$ cat src/rtl/lsu_pkg.sv
// Shared types and lane helpers for the subword load/store unit.
// Lane selection and sign handling live here so datapath and FSM agree.
package lsu_pkg;

  typedef enum logic [1:0] {
    IDLE,
    RD,
    WR,
    RESP
  } state_e;

  localparam logic [2:0] F3_B  = 3'b000;
  localparam logic [2:0] F3_H  = 3'b001;
  localparam logic [2:0] F3_W  = 3'b010;
  localparam logic [2:0] F3_BU = 3'b100;
  localparam logic [2:0] F3_HU = 3'b101;

  function automatic logic [31:0] extract_load(
    input logic [31:0] word,
    input logic [2:0]  f3,
    input logic [1:0]  off
  );
    logic [7:0]  b;
    logic [15:0] h;
    logic [31:0] r;
    b = word[{off, 3'b000} +: 8];
    h = off[1] ? word[31:16] : word[15:0];
    case (f3)
      F3_B:    r = {{24{b[7]}}, b};
      F3_BU:   r = {24'd0, b};
      F3_H:    r = {{16{h[15]}}, h};
      F3_HU:   r = {16'd0, h};
      F3_W:    r = word;
      default: r = '0;
    endcase
    return r;
  endfunction

  function automatic logic [31:0] merge_store(
    input logic [31:0] word,
    input logic [31:0] wdata,
    input logic [2:0]  f3,
    input logic [1:0]  off
  );
    logic [31:0] r;
    r = word;
    case (f3)
      F3_B: r[{off, 3'b000} +: 8] = wdata[7:0];
      F3_H: begin
        if (off[1]) r[31:16] = wdata[15:0];
        else        r[15:0]  = wdata[15:0];
      end
      F3_W:    r = wdata;
      default: r = word;
    endcase
    return r;
  endfunction

endpackage

$ cat src/rtl/lsu_lane_mux.sv
// Combinational load extraction and store merge datapath.
// Pure lane steering; all sequencing is done by the top FSM.
module lsu_lane_mux
  import lsu_pkg::*;
(
  input  logic [31:0] i_rdata,
  input  logic [31:0] i_merge,
  input  logic [31:0] i_wdata,
  input  logic [2:0]  i_funct3,
  input  logic [1:0]  i_off,
  output logic [31:0] o_load,
  output logic [31:0] o_store
);

  assign o_load  = extract_load(i_rdata, i_funct3, i_off);
  assign o_store = merge_store(i_merge, i_wdata, i_funct3, i_off);

endmodule

$ cat src/rtl/lsu_subword_rmw.sv
// Load/store unit adding byte/half accesses over a word-only memory.
// Subword stores are read-modify-write; the core stalls until done.
module lsu_subword_rmw
  import lsu_pkg::*;
#(
  parameter int WORD_AW     = 8,
  parameter bit RANGE_CHECK = 1'b1
) (
  input  logic        clk,
  input  logic        rstn,
  input  logic        req_valid,
  output logic        req_ready,
  input  logic        req_we,
  input  logic [2:0]  req_funct3,
  input  logic [31:0] req_addr,
  input  logic [31:0] req_wdata,
  output logic        resp_valid,
  output logic [31:0] resp_rdata,
  output logic        resp_err,
  output logic        stall,
  output logic [31:0] mem_addr,
  output logic        mem_we,
  output logic [31:0] mem_wdata,
  input  logic [31:0] mem_rdata
);

  localparam int HI = WORD_AW + 2;

  state_e      r_state;
  logic        r_we;
  logic [2:0]  r_f3;
  logic [31:0] r_addr;
  logic [31:0] r_wdata;
  logic [31:0] r_merge;
  logic [31:0] r_rdata;
  logic        r_err;

  logic        w_illegal;
  logic        w_misal;
  logic        w_oor;
  logic        w_bad;
  logic        w_mem_on;
  logic [31:0] w_load;
  logic [31:0] w_store;

  always_comb begin
    w_illegal = 1'b0;
    w_misal   = 1'b0;
    unique case (1'b1)
      (req_funct3 == F3_B): w_misal = 1'b0;
      (req_funct3 == F3_H): w_misal = req_addr[0];
      (req_funct3 == F3_W): w_misal = |req_addr[1:0];
      (req_funct3 == F3_BU): w_illegal = req_we;
      (req_funct3 == F3_HU): begin
        w_illegal = req_we;
        w_misal   = req_addr[0];
      end
      default: w_illegal = 1'b1;
    endcase
  end

  assign w_oor = RANGE_CHECK && (|req_addr[31:HI]);
  assign w_bad = w_illegal | w_misal | w_oor;

  lsu_lane_mux u_lane (
    .i_rdata  (mem_rdata),
    .i_merge  (r_merge),
    .i_wdata  (r_wdata),
    .i_funct3 (r_f3),
    .i_off    (r_addr[1:0]),
    .o_load   (w_load),
    .o_store  (w_store)
  );

  always_ff @(posedge clk) begin
    if (!rstn) begin
      r_state <= IDLE;
      r_we    <= 1'b0;
      r_f3    <= '0;
      r_addr  <= '0;
      r_wdata <= '0;
      r_merge <= '0;
      r_rdata <= '0;
      r_err   <= 1'b0;
    end else begin
      unique case (r_state)
        IDLE: begin
          if (req_valid) begin
            r_we    <= req_we;
            r_f3    <= req_funct3;
            r_addr  <= req_addr;
            r_wdata <= req_wdata;
            r_rdata <= '0;
            r_err   <= w_bad;
            if (w_bad)
              r_state <= RESP;
            else if (req_we && req_funct3 == F3_W)
              r_state <= WR;
            else
              r_state <= RD;
          end
        end
        RD: begin
          if (r_we) begin
            r_merge <= mem_rdata;
            r_state <= WR;
          end else begin
            r_rdata <= w_load;
            r_state <= RESP;
          end
        end
        WR: r_state <= RESP;
        RESP: begin
          r_err   <= 1'b0;
          r_state <= IDLE;
        end
        default: r_state <= IDLE;
      endcase
    end
  end

  // Gate with rstn so nothing leaks out while reset is held low.
  assign req_ready  = ~rstn | (r_state == IDLE);
  assign resp_valid = rstn & (r_state == RESP);
  assign resp_rdata = resp_valid ? r_rdata : '0;
  assign resp_err   = resp_valid & r_err;
  assign mem_we     = rstn & (r_state == WR);
  assign w_mem_on   = rstn & ((r_state == RD) | (r_state == WR));
  assign mem_addr   = w_mem_on ? {r_addr[31:2], 2'b00} : '0;
  assign mem_wdata  = mem_we ? w_store : '0;
  assign stall      = req_valid & ~resp_valid;

endmodule

$ cat config.mk
export PLATFORM = sky130hd
export DESIGN_NAME = lsu_subword_rmw
export DESIGN_NICKNAME = d
export VERILOG_FILES = /design/src/rtl/lsu_pkg.sv /design/src/rtl/lsu_lane_mux.sv /design/src/rtl/lsu_subword_rmw.sv
export SDC_FILE = /design/constraint.sdc
export NUM_CORES = 1
export LEC_CHECK = 0
export ABC_AREA = 1
export CORE_MARGIN = 4
export CORE_UTILIZATION = 44
export DETAILED_ROUTE_END_ITERATION = 8
export PLACE_DENSITY = 0.74
export SYNTH_ARGS = -nofsm -noshare
export SYNTH_HDL_FRONTEND = slang
export SYNTH_SLANG_ARGS = --single-unit
$ cat constraint.sdc
create_clock -name clk -period 2.07 [get_ports clk]
set_input_delay 0.3105 -clock clk [delete_from_list [all_inputs] [get_ports clk]]
set_output_delay 0.3105 -clock clk [all_outputs]
set_load 0.1 [all_outputs]
== Yosys cells after proc, flatten, opt, wreduce, memory -nomap -nowiden ==
Cells that the tools add are included.
Storage, ports and cells
  flip-flop bits (word level): 135
  logic and storage cells: 72
Cells by class
  add/subtract/negate cells: 1
  equality and inequality tests: 13
  shifts and indexed selects: 3
  multiplexer cells: 21
  bitwise logic cells: 11
  reductions and logical operators: 15
Operators with widths (number)
  two-way mux 32 bit: 5
  case mux 32 bit (5 select lines): 1
  case mux 32 bit (3 select lines): 1
  case mux 32 bit (2 select lines): 1
  two-way mux 16 bit: 3
  bitwise mux 32 bit: 1
  variable shift 8 x 7 -> 32 bit, first input constant: 1
  variable part select 32 x 6 -> 8 bit: 1
  variable part select 8 x 7 -> 32 bit: 1
  OR reduction 22 bit: 1
  == test 3 bit, second input constant: 4
  case mux 2 bit (4 select lines): 1
  negator 5 -> 7 bit: 1
  == test 3 x 1 -> 1 bit, second input constant: 2
  == test 3 x 2 -> 1 bit, second input constant: 2
  logical NOT 3 bit: 2
  two-way mux 2 bit: 3
  case mux 1 bit (2 select lines): 3
  AND reduction 2 bit: 3
  OR reduction 2 bit: 3
  AND 1 bit: 5
  == test 2 bit, second input constant: 2
  inequality test 2 bit, second input constant: 2
  OR 1 bit: 4
  other kinds (8): 11

== Longest topological paths before layout ==
Gate-level depths: netlist of the first run.
  depth after elaboration: 8
  mapped depth: 11
  depth with buffers taken out: 9

== Modules after synthesis ==
Synthesis of the first run repeated with hierarchy kept, for this count alone.
Unflattened totals
  cells, all modules: 1490
  area total of the unflattened synthesis: 8812.2 um2
Modules (own cells, without submodules)
  lsu_subword_rmw: instances 1, cells an instance 786, area an instance 5793.1 um2
  lsu_lane_mux: instances 1, cells an instance 704, area an instance 3019.1 um2

== Worst setup path before layout of the first run ==
OpenSTA, ideal clock, no wires.
  path kind: register -> output
  start point: register r_addr[1]
  end point: output port mem_wdata[10]
  arrival: 3.268 ns
  required time: 1.760 ns
  path slack: -1.508 ns
  cell stages (with the launch flop): 9
  buffers on the path: 2
  path through: dfxtp_1 > inv_2 > buf_6 > clkbuf_1 > ha_1 > nand2_1 > nor2_4 > nand3_1 > a31oi_1
Between the ends
  word-level cells in the longest chain between the ends: 5
  elaborated cells between the ends (all ways): 7
  those cells by class: add/sub: 1; shift: 2; mux: 4
Ends and longest elaborated chain
  start, declared: line lsu_subword_rmw.sv:32  | logic [31:0] r_addr;
  start signal, assigned: line lsu_subword_rmw.sv:91  | r_addr <= req_addr;
  negator 5 -> 7 bit: line lsu_pkg.sv:48  | F3_B: r[{off, 3'b000} +: 8] = wdata[7:0];
  variable part select 8 x 7 -> 32 bit / variable shift 8 x 7 -> 32 bit (equally long branches): line lsu_pkg.sv:48
  bitwise mux 32 bit: line lsu_pkg.sv:48
  case mux 32 bit (3 select lines) (*): line lsu_pkg.sv:47  | case (f3)
  two-way mux 32 bit (*): line lsu_subword_rmw.sv:130  | assign mem_wdata = mem_we ? w_store : '0;
  end, declared: line lsu_subword_rmw.sv:23  | output logic [31:0] mem_wdata,
Every way passes the cells marked *; elsewhere a longest branch is shown, timed or not.

== Worst setup path in the final report of the first run ==
  start point: register r_addr[1]
  end point: output port mem_wdata[29]
Same word-level chain as after synthesis.

==> flow_summary.rst, run 1 <==
.. list-table::
   :header-rows: 1

   * - Metric
     - Value
   * - Cell area reported after detailed placement
     - 11700 µm²
   * - Critical path capture point type
     - primary output
   * - DRT iter0 DRCs
     - 821
   * - Commonest cells after routing, fill and taps aside
     - 185 x nand2_1, 134 x a21oi_1, 128 x dfxtp_1
   * - Number of flops mapped to enable cells by yosys
     - 0
   * - Logic gate share of total power
     - 43.5%
   * - Starting density of the core
     - 44.8%
   * - Final setup fails
     - 32
   * - Antenna Nets Post-Route
     - 0
   * - Worst Max-Slew Pin Slew
     - 0.506 ns
   * - Fill cell count
     - 1088
   * - Slew Limit Headroom
     - 66.3%
   * - Clock skew
     - 0.0112 ns
   * - Internal portion of total power
     - 6.77 mW
   * - FF+latch count, synth
     - 135
   * - Yosys top cell by area
     - dfxtp_1
   * - Leak
     - 4.72 nW
   * - Crit path launch type
     - flop
   * - Area contributors post-synth
     - dfxtp_1 37%, nand2_1 11%, o21ai_0 10%
   * - Maximum fanout along the worst path
     - 19
   * - First-pass iteration count of the detailed router
     - 8
   * - HPWL after DPL
     - 20400 µm
   * - Number of cell instances on the worst register-to-register path
     - 9
   * - Minimum clock period after layout
     - 2.43 ns
   * - Sinks on the clock net
     - 135
   * - Largest vdd supply drop
     - 709 µV
   * - H-Tree Depth
     - 4
   * - Global-route wire length before repair
     - 43300 µm
   * - Initial antenna violation count
     - 0
   * - Via count
     - 8582
   * - Area of the core
     - 16500 µm²
   * - Full die area
     - 19000 µm²
   * - Port buffer count
     - 201
   * - Worst Hold Path Cells
     - 4
   * - Die boundary height
     - 138 µm
   * - Worst setup slack after layout
     - -0.362 ns
   * - Cts bufs inserted
     - 17
   * - Total of warnings raised by yosys
     - 0
   * - Arrival time reported for the critical path endpoint
     - 2.12 ns
   * - Clock network fraction of total power
     - 28.3%
   * - Violated checks
     - setup timing
   * - Area added between synthesis and finish
     - 77.3%
   * - Vias in the first global route
     - 8252
   * - Final nets
     - 1477
   * - Worst setup path class
     - flop to primary output
   * - Post-Synthesis Mean Instance Area
     - 6.46 µm²
   * - Clock buffer depth
     - 2
   * - CTS clk-pin slew, worst paths
     - 0.06 ns
   * - Portion of total power attributed to sequential cells
     - 28.2%
   * - Hold/Removal Path Class
     - input port to flop
   * - Number of antenna diodes
     - 0
   * - DRC viols
     - 0
   * - Clock insertion delay at the later pin of the skew report
     - 0.43 ns
   * - Post-Route WL
     - 28700 µm
   * - Hold Buf Count CTS
     - 0
   * - DR WL/cell
     - 18.0 µm
   * - Fraction of synthesis flops using an asynchronous set or reset pin
     - 0%
   * - Max frequency
     - 411 MHz
   * - Sum of overflow across all layers after global routing
     - 0
   * - Number of max-slew violations in the final report
     - 0
   * - Post-route design area
     - 13100 µm²
   * - Share of the clock period used by the worst path
     - 118%
   * - Num rows
     - 47
   * - Setup repair after global routing missed its margin
     - yes
   * - Data required time of the critical path
     - 1.76 ns
   * - Overall die width
     - 138 µm
   * - CTS tree
     - built
   * - Pin count of the biggest net entering global routing
     - 63
   * - Power density over the cells
     - 866 nW/µm²
   * - Final hold violations
     - 0
   * - Count of max-cap constraint violations
     - 0
   * - Most used flip-flop cell after synthesis
     - dfxtp_1
   * - Share of cells above drive strength 1
     - 31.2%
   * - Count of pins on the block boundary
     - 204
   * - Buffer cell driving the clock tree root
     - clkbuf_16
   * - All-layer global routing usage
     - 29.3%
   * - Most common cell after layout, fill and taps aside
     - nand2_1
   * - Sequential cell area fraction in the yosys report
     - 36.5%
   * - Fraction of synthesized cell area taken by the top area cell type
     - 36.5%
   * - Net switching power figure
     - 4.59 mW
   * - Final GP Congestion
     - 0.950
   * - Summed instance area of the synthesized netlist
     - 7400 µm²
   * - Synth cell types
     - 39
   * - Fraction of the core area covered by cells at the end of the flow
     - 79.4%
   * - Vias per std cell
     - 5.37
   * - Result of the run
     - complete, but fails checks
   * - Number of instances in the synthesized netlist
     - 1145
   * - Switching share of total power
     - 40.4%
-- synth_stat cells, drive strengths merged (5+ instances only) --
cell,count
o211ai,21
nor3,9
inv,145
a31oi,5
dfxtp,135
nand3,43
buf,26
nand2,220
ha,9
o21ai,157
nor2,158
clkbuf,50
nand4,5
a21oi,150
-- what timing repair did --
action	in CTS	in global routing
pin swaps	34	26
resized for setup	78	32
setup endpoints to repair	62	60
cloned	2	2
buffers inserted	19	8
-- final cells by class --
| class | count | area, µm² | share of cell area, % |
|---|---|---|---|
| Clock buffer | 19 | 453 | 3.45 |
| Clock inverter | 13 | 170 | 1.30 |
| Inverter | 147 | 616 | 4.69 |
| Multi-Input combinational cell | 788 | 5030 | 38.4 |
| Sequential cell | 135 | 2720 | 20.8 |
| Tap cell | 220 | 275 | 2.10 |
| Timing Repair Buffer | 276 | 3850 | 29.3 |
-- worst paths after layout --
check,startpoint,to,slack (ns)
worst max-delay path,r_addr[1],mem_wdata[29],-0.36
worst min-delay path,rstn,r_err,0.40
worst max register to register,r_addr[1],r_rdata[28],0.32
worst min register to register,r_rdata[9],r_rdata[9],0.47
-- layer usage --
layer	global-route usage, %	part of all wire (%)
met5	0	0
met4	9.76	3.1
met3	9.13	9.3
met2	50.1	50
met1	34.7	38
-- kinds of logic after synthesis --
| group | after synthesis | synth area share, % |
|---|---|---|
| compound gates | 340 | 24.3 |
| fa+ha+maj | 9 | 1.52 |
| buf+inv | 223 | 12.3 |
| flops | 135 | 36.5 |
| other cells | 1 | 0.0507 |
| simple gates | 437 | 25.2 |
-- state kept, by name, indices dropped and copies added, names as in the netlist --
signal / cells
r_addr: 32
r_merge: 32
r_rdata: 32
r_wdata: 32
r_f3: 3
r_state: 2
r_err: 1
r_we: 1
-- worst max-delay path, cell delays in order (launching register included) --
cell        delay (ns)
dfxtp_4           0.39
inv_8             0.05
buf_6             0.16
nor2_4            0.15
buf_4             0.17
nand2_1           0.06
a21oi_1           0.30
o21ai_2           0.15
clkinvlp_4        0.11
buf_12            0.17
-- stage by stage --
stage | setup TNS (ns) | hold slack (ns) | total power [mW] | setup slack [ns] | cells
3_3_place_gp | 0 | 0.454 | 7.26 | 0.0578 | 1535
2_1_floorplan | -5.86 | 0.430 | 6.00 | -0.333 | 1146
3_5_place_dp | 0 | 0.457 | 7.33 | 0.0101 | 1535
5_1_grt | -11.64 | 0.404 | 11.8 | -0.436 | 1598
6_report | -9.27 | 0.401 | 11.4 | -0.362 | 1598
4_1_cts | -7.31 | 0.375 | 11.0 | -0.288 | 1588
-- power by group through the flow --
| stage | Clock (mW) | Sequential [mW] | Combinational, mW |
|---|---|---|---|
| global route | 3.35 | 3.22 | 5.26 |
| CTS | 3.22 | 3.19 | 4.63 |
| detailed placement | 0 | 3.22 | 4.11 |
| global placement | 0 | 3.21 | 4.05 |
| finish | 3.22 | 3.21 | 4.94 |
| floorplan | 0 | 3.14 | 2.86 |
No activity file was read; power rests on OpenSTA's default activity.
==> inputs of run 2 (changes only) <==
--- a/config.mk
+++ b/config.mk
@@ -9,6 +9,7 @@
 export CORE_MARGIN = 4
 export CORE_UTILIZATION = 44
 export DETAILED_ROUTE_END_ITERATION = 8
+export GPL_TIMING_DRIVEN = 0
 export PLACE_DENSITY = 0.74
 export SYNTH_ARGS = -nofsm -noshare
 export SYNTH_HDL_FRONTEND = slang
==> run 2 against run 1 <==
Effect of this change:
- the run still ends with setup timing left
- register-to-register slack worse by 0.17 ns
- non-clock buffer count is 23 higher
- sequential power hardly changed
- die area stayed put
- critical path type unchanged
- fmax is 5.4% lower
- clock power is 6.8% lower
- largest power group unchanged
- total power is 4.6% lower
==> flow_summary.rst, run 2 (same netlist as run 1, synthesis figures left out) <==
.. list-table::
   :header-rows: 1

   * - Metric
     - Value
   * - Final nets
     - 1500
   * - Hold/Removal Path Class
     - input port to flop
   * - Total Neg Setup Slack
     - -14.39 ns
   * - Cts bufs inserted
     - 17
   * - Worst setup slack after layout
     - -0.502 ns
   * - Buffer cell driving the clock tree root
     - clkbuf_16
   * - Slew Limit Headroom
     - 56.0%
   * - Setup repair after global routing missed its margin
     - yes
   * - First-pass iteration count of the detailed router
     - 6
   * - Clock insertion delay at the later pin of the skew report
     - 0.43 ns
   * - Pwr Total
     - 10.8 mW
   * - Sum of overflow across all layers after global routing
     - 0
   * - Data required time of the critical path
     - 1.76 ns
   * - Hold Slack
     - 0.290 ns
   * - Max frequency
     - 389 MHz
   * - Maximum fanout along the worst path
     - 7
   * - Post-Route WL
     - 28800 µm
   * - Most common cell after layout, fill and taps aside
     - nand2_1
   * - Area added between synthesis and finish
     - 69.2%
   * - HPWL after DPL
     - 20900 µm
   * - Commonest cells after routing, fill and taps aside
     - 204 x nand2_1, 133 x a21oi_1, 129 x dfxtp_1
   * - Die boundary height
     - 138 µm
   * - Starting density of the core
     - 44.8%
   * - Vias per std cell
     - 5.43
   * - Number of antenna diodes
     - 0
   * - Full die area
     - 19000 µm²
   * - Largest vdd supply drop
     - 799 µV
   * - Critical path capture point type
     - primary output
   * - Crit path launch type
     - flop
   * - CTS tree
     - built
   * - Num rows
     - 47
   * - Share of the clock period used by the worst path
     - 124%
   * - Share of cells above drive strength 1
     - 28.4%
   * - Final hold violations
     - 0
   * - Vias in the first global route
     - 8549
   * - Result of the run
     - complete, but fails checks
   * - Number of max-slew violations in the final report
     - 0
   * - DR WL/cell
     - 17.8 µm
   * - Count of max-cap constraint violations
     - 0
   * - Minimum clock period after layout
     - 2.57 ns
   * - Pin count of the biggest net entering global routing
     - 17
   * - Clock skew
     - 0.00928 ns
   * - Via count
     - 8801
   * - Sinks on the clock net
     - 135
   * - All-layer global routing usage
     - 30.1%
   * - Final setup fails
     - 32
   * - Arrival time reported for the critical path endpoint
     - 2.26 ns
   * - CTS clk-pin slew, worst paths
     - 0.06 ns
   * - DRT iter0 DRCs
     - 882
   * - Initial antenna violation count
     - 0
   * - Final GP Congestion
     - 0.974
   * - Power density over the cells
     - 865 nW/µm²
   * - Worst Max-Slew Pin Slew
     - 0.660 ns
   * - Worst setup path class
     - flop to primary output
   * - DRC viols
     - 0
   * - Leak
     - 4.55 nW
   * - Count of pins on the block boundary
     - 204
   * - Area of the core
     - 16500 µm²
   * - Overall die width
     - 138 µm
   * - Antenna Nets Post-Route
     - 0
   * - Global-route wire length before repair
     - 43900 µm
   * - Clock buffer depth
     - 2
   * - Port buffer count
     - 200
   * - Violated checks
     - setup timing
   * - Fraction of the core area covered by cells at the end of the flow
     - 75.8%
   * - H-Tree Depth
     - 4
## run 2: changes by cell type in the layout (fill, tap and decap cells not counted), sizes merged
| cell | change |
|---|---|
| buf | -27 |
| inv | +3 |
| clkbuf | +51 |
| clkinvlp | -2 |
| bufinv | -2 |
## run 2: per-stage QoR
| step | std cells | worst slack (ns) | area (µm²) |
|---|---|---|---|
| finish | 1621 | -0.502 | 12500 |
| global route | 1621 | -0.576 | 12500 |
| CTS | 1616 | -0.461 | 12300 |
| detailed placement | 1566 | -1.25 | 10700 |
| global placement | 1566 | -1.25 | 10700 |
| floorplan | 1146 | -0.333 | 8410 |
## run 2: metal layers
| metal | part of all wire, % | track usage, % | up-vias |
|---|---|---|---|
| li1 | - | - | 4194 |
| met1 | 39 | 36.1 | 4049 |
| met2 | 48 | 49.7 | 452 |
| met3 | 9.3 | 8.98 | 106 |
| met4 | 3.8 | 13.5 | 0 |
| met5 | 0 | 0 | - |
## run 2: critical path: stages, from the launching register on
cell,delay (ns)
dfxtp_4,0.39
inv_8,0.04
clkbuf_16,0.14
ha_4,0.26
inv_4,0.07
nand3_4,0.07
o21ai_4,0.22
buf_4,0.16
nand3_2,0.08
a21oi_4,0.19
buf_12,0.20
## run 2: timing repair
item	CTS	global route
pin swaps	21	13
gates resized for setup	856	63
hold buffers	0	0
setup endpoints to repair	133	115
buffers inserted	16	5
cloned	3	0
## run 2: where the power goes
part | internal, mW | switching, mW
Combinational | 1.64 | 3.00
Clock | 1.76 | 1.24
Sequential | 2.95 | 0.255
## run 2: worst paths after layout
check / start / endpoint / slack (ns) / depth (start not counted)
setup reg to reg: r_state[1] / r_rdata[13] / 0.15 / 6
setup / recovery: r_addr[1] / mem_wdata[5] / -0.50 / 10
hold / removal: rstn / r_state[1] / 0.29 / 3
hold reg to reg: r_rdata[0] / r_rdata[0] / 0.46 / 2
## run 2: layout make-up
| type | instances | area (µm²) |
|---|---|---|
| Tap cell | 220 | 275 |
| Clock buffer | 20 | 467 |
| Buffer | 75 | 547 |
| Fill cell | 1206 | 4000 |
| Clock inverter | 12 | 115 |
| Sequential cell | 135 | 2720 |
| Inverter | 147 | 602 |
| Timing Repair Buffer | 224 | 2900 |
| Multi-Input combinational cell | 788 | 4900 |
==> inputs of run 3 (changes only) <==
--- a/config.mk
+++ b/config.mk
@@ -14,3 +14,4 @@
 export SYNTH_ARGS = -nofsm -noshare
 export SYNTH_HDL_FRONTEND = slang
 export SYNTH_SLANG_ARGS = --single-unit
+export TNS_END_PERCENT = 10
==> run 3 against run 2 <==
Effect of this change:
- the run still ends with setup timing left
- non-clock buffer count shrank 9
- hold slack gained 0.092 ns
- sequential power is essentially flat
- count of clock-buffer cells in the layout grew 2
- combinational power shrank 6.3%
- clock power grew 9.7%
- critical path type unchanged
- largest power group unchanged
==> flow_summary.rst, run 3 (same netlist as run 1, synthesis figures left out) <==
.. list-table::
   :header-rows: 1

   * - Metric
     - Value
   * - Buffer cell driving the clock tree root
     - clkbuf_16
   * - Clock insertion delay at the later pin of the skew report
     - 0.43 ns
   * - Most common cell after layout, fill and taps aside
     - nand2_1
   * - Antenna Nets Post-Route
     - 0
   * - Via count
     - 8751
   * - Cell area reported after detailed placement
     - 10200 µm²
   * - Pin count of the biggest net entering global routing
     - 17
   * - Max frequency
     - 392 MHz
   * - Vias per std cell
     - 5.43
   * - Final hold violations
     - 0
   * - Num rows
     - 47
   * - Global-route wire length before repair
     - 43100 µm
   * - Port buffer count
     - 200
   * - Largest vdd supply drop
     - 723 µV
   * - Commonest cells after routing, fill and taps aside
     - 204 x nand2_1, 134 x a21oi_1, 129 x dfxtp_1
   * - First-pass iteration count of the detailed router
     - 7
   * - H-Tree Depth
     - 4
   * - Final GP Congestion
     - 0.946
   * - Setup repair after global routing missed its margin
     - yes
   * - Crit path launch type
     - flop
   * - Overall die width
     - 138 µm
   * - Post-route design area
     - 12000 µm²
   * - DRC viols
     - 0
   * - DRT iter0 DRCs
     - 669
   * - Worst setup slack after layout
     - -0.479 ns
   * - Maximum fanout along the worst path
     - 7
   * - Share of cells above drive strength 1
     - 26.3%
   * - Sinks on the clock net
     - 135
   * - Arrival time reported for the critical path endpoint
     - 2.24 ns
   * - Initial antenna violation count
     - 0
   * - CTS tree
     - built
   * - Number of antenna diodes
     - 0
   * - Starting density of the core
     - 44.8%
   * - Critical path capture point type
     - primary output
   * - CTS clk-pin slew, worst paths
     - 0.06 ns
   * - Area of the core
     - 16500 µm²
   * - Pre-CTS setup slack
     - -1.30 ns
   * - Cts bufs inserted
     - 17
   * - Area added between synthesis and finish
     - 62.5%
   * - Share of the clock period used by the worst path
     - 123%
   * - Clock buffer depth
     - 2
   * - Full die area
     - 19000 µm²
   * - Fill cell count
     - 1355
   * - Leak
     - 4.47 nW
   * - Die boundary height
     - 138 µm
   * - Hold Buf Count CTS
     - 0
   * - Final setup fails
     - 35
   * - Final nets
     - 1491
   * - Result of the run
     - complete, but fails checks
   * - Minimum clock period after layout
     - 2.55 ns
   * - Count of non-filler cells in the finished layout
     - 1612
   * - Hold Slack
     - 0.382 ns
   * - Hold/Removal Path Class
     - input port to flop
   * - Worst Max-Slew Pin Slew
     - 0.591 ns
   * - Post-Route WL
     - 28900 µm
   * - Cells after DPL
     - 1566
   * - Slew Limit Headroom
     - 60.6%
   * - Clock skew
     - 0.00719 ns
   * - Vias in the first global route
     - 8317
   * - HPWL after DPL
     - 21100 µm
   * - Count of pins on the block boundary
     - 204
   * - Worst setup path class
     - flop to primary output
   * - Data required time of the critical path
     - 1.76 ns
   * - Count of max-cap constraint violations
     - 0
   * - Violated checks
     - setup timing
   * - Number of max-slew violations in the final report
     - 0
   * - All-layer global routing usage
     - 29.5%
   * - Power density over the cells
     - 900 nW/µm²
   * - Pwr Total
     - 10.8 mW
   * - Sum of overflow across all layers after global routing
     - 0
   * - DR WL/cell
     - 17.9 µm
## run 3: critical path: stages (launching register included)
cell and delay (ns):
dfxtp_4 0.37, inv_4 0.05, clkbuf_16 0.15, ha_4 0.34
nand2_8 0.10, nor2_4 0.23, nand3_2 0.13, a31oi_4 0.24
buf_12 0.20
## run 3: final cells by class
| cell class | count | area (µm²) | area share [%] |
|---|---|---|---|
| buffer | 75 | 469 | 3.90 |
| clock buffer | 22 | 464 | 3.86 |
| clock inverter | 10 | 168 | 1.39 |
| inverter | 147 | 582 | 4.84 |
| multi-input combinational | 788 | 4620 | 38.4 |
| sequential | 135 | 2710 | 22.6 |
| tap | 220 | 275 | 2.29 |
| timing repair buffer | 215 | 2730 | 22.7 |
## run 3: stage by stage
| step | utilization [%] | TNS [ns] |
|---|---|---|
| floorplan | - | -19.35 |
| global placement | 61.7 | -110.51 |
| detailed placement | 61.7 | -111.31 |
| CTS | 70.4 | -16.83 |
| global route | 72.8 | -16.85 |
| finish | 72.8 | -12.75 |
## run 3: path summary, 6_finish.rpt
path,from,end,slack (ns),cells after the start
worst min-delay path,rstn,r_state[0],0.38,3
worst min register to register,r_rdata[29],r_rdata[29],0.46,2
worst max-delay path,r_addr[1],mem_wdata[10],-0.48,8
worst max register to register,r_state[0],r_addr[5],0.15,6
## run 3: what timing repair did
item                       in CTS  in global routing
cloned                          0                  0
pin swaps                       9                 16
buffers inserted                8                  7
resized for setup             845                117
setup endpoints to repair     115                164
## run 3: power breakdown
part | internal (mW) | total (mW) | switching (mW) | leakage [nW]
logic | 1.47 | 4.34 | 2.88 | 3.05
clock network | 2.09 | 3.29 | 1.21 | 0.305
registers | 2.94 | 3.19 | 0.244 | 1.11
## run 3: routing by layer
layer	wire, µm	track usage, %	share of wire, %
met1	11400	36.4	40
met2	14100	49.8	49
met3	2540	8.18	8.8
met4	717	9.31	2.5
met5	0	0	0
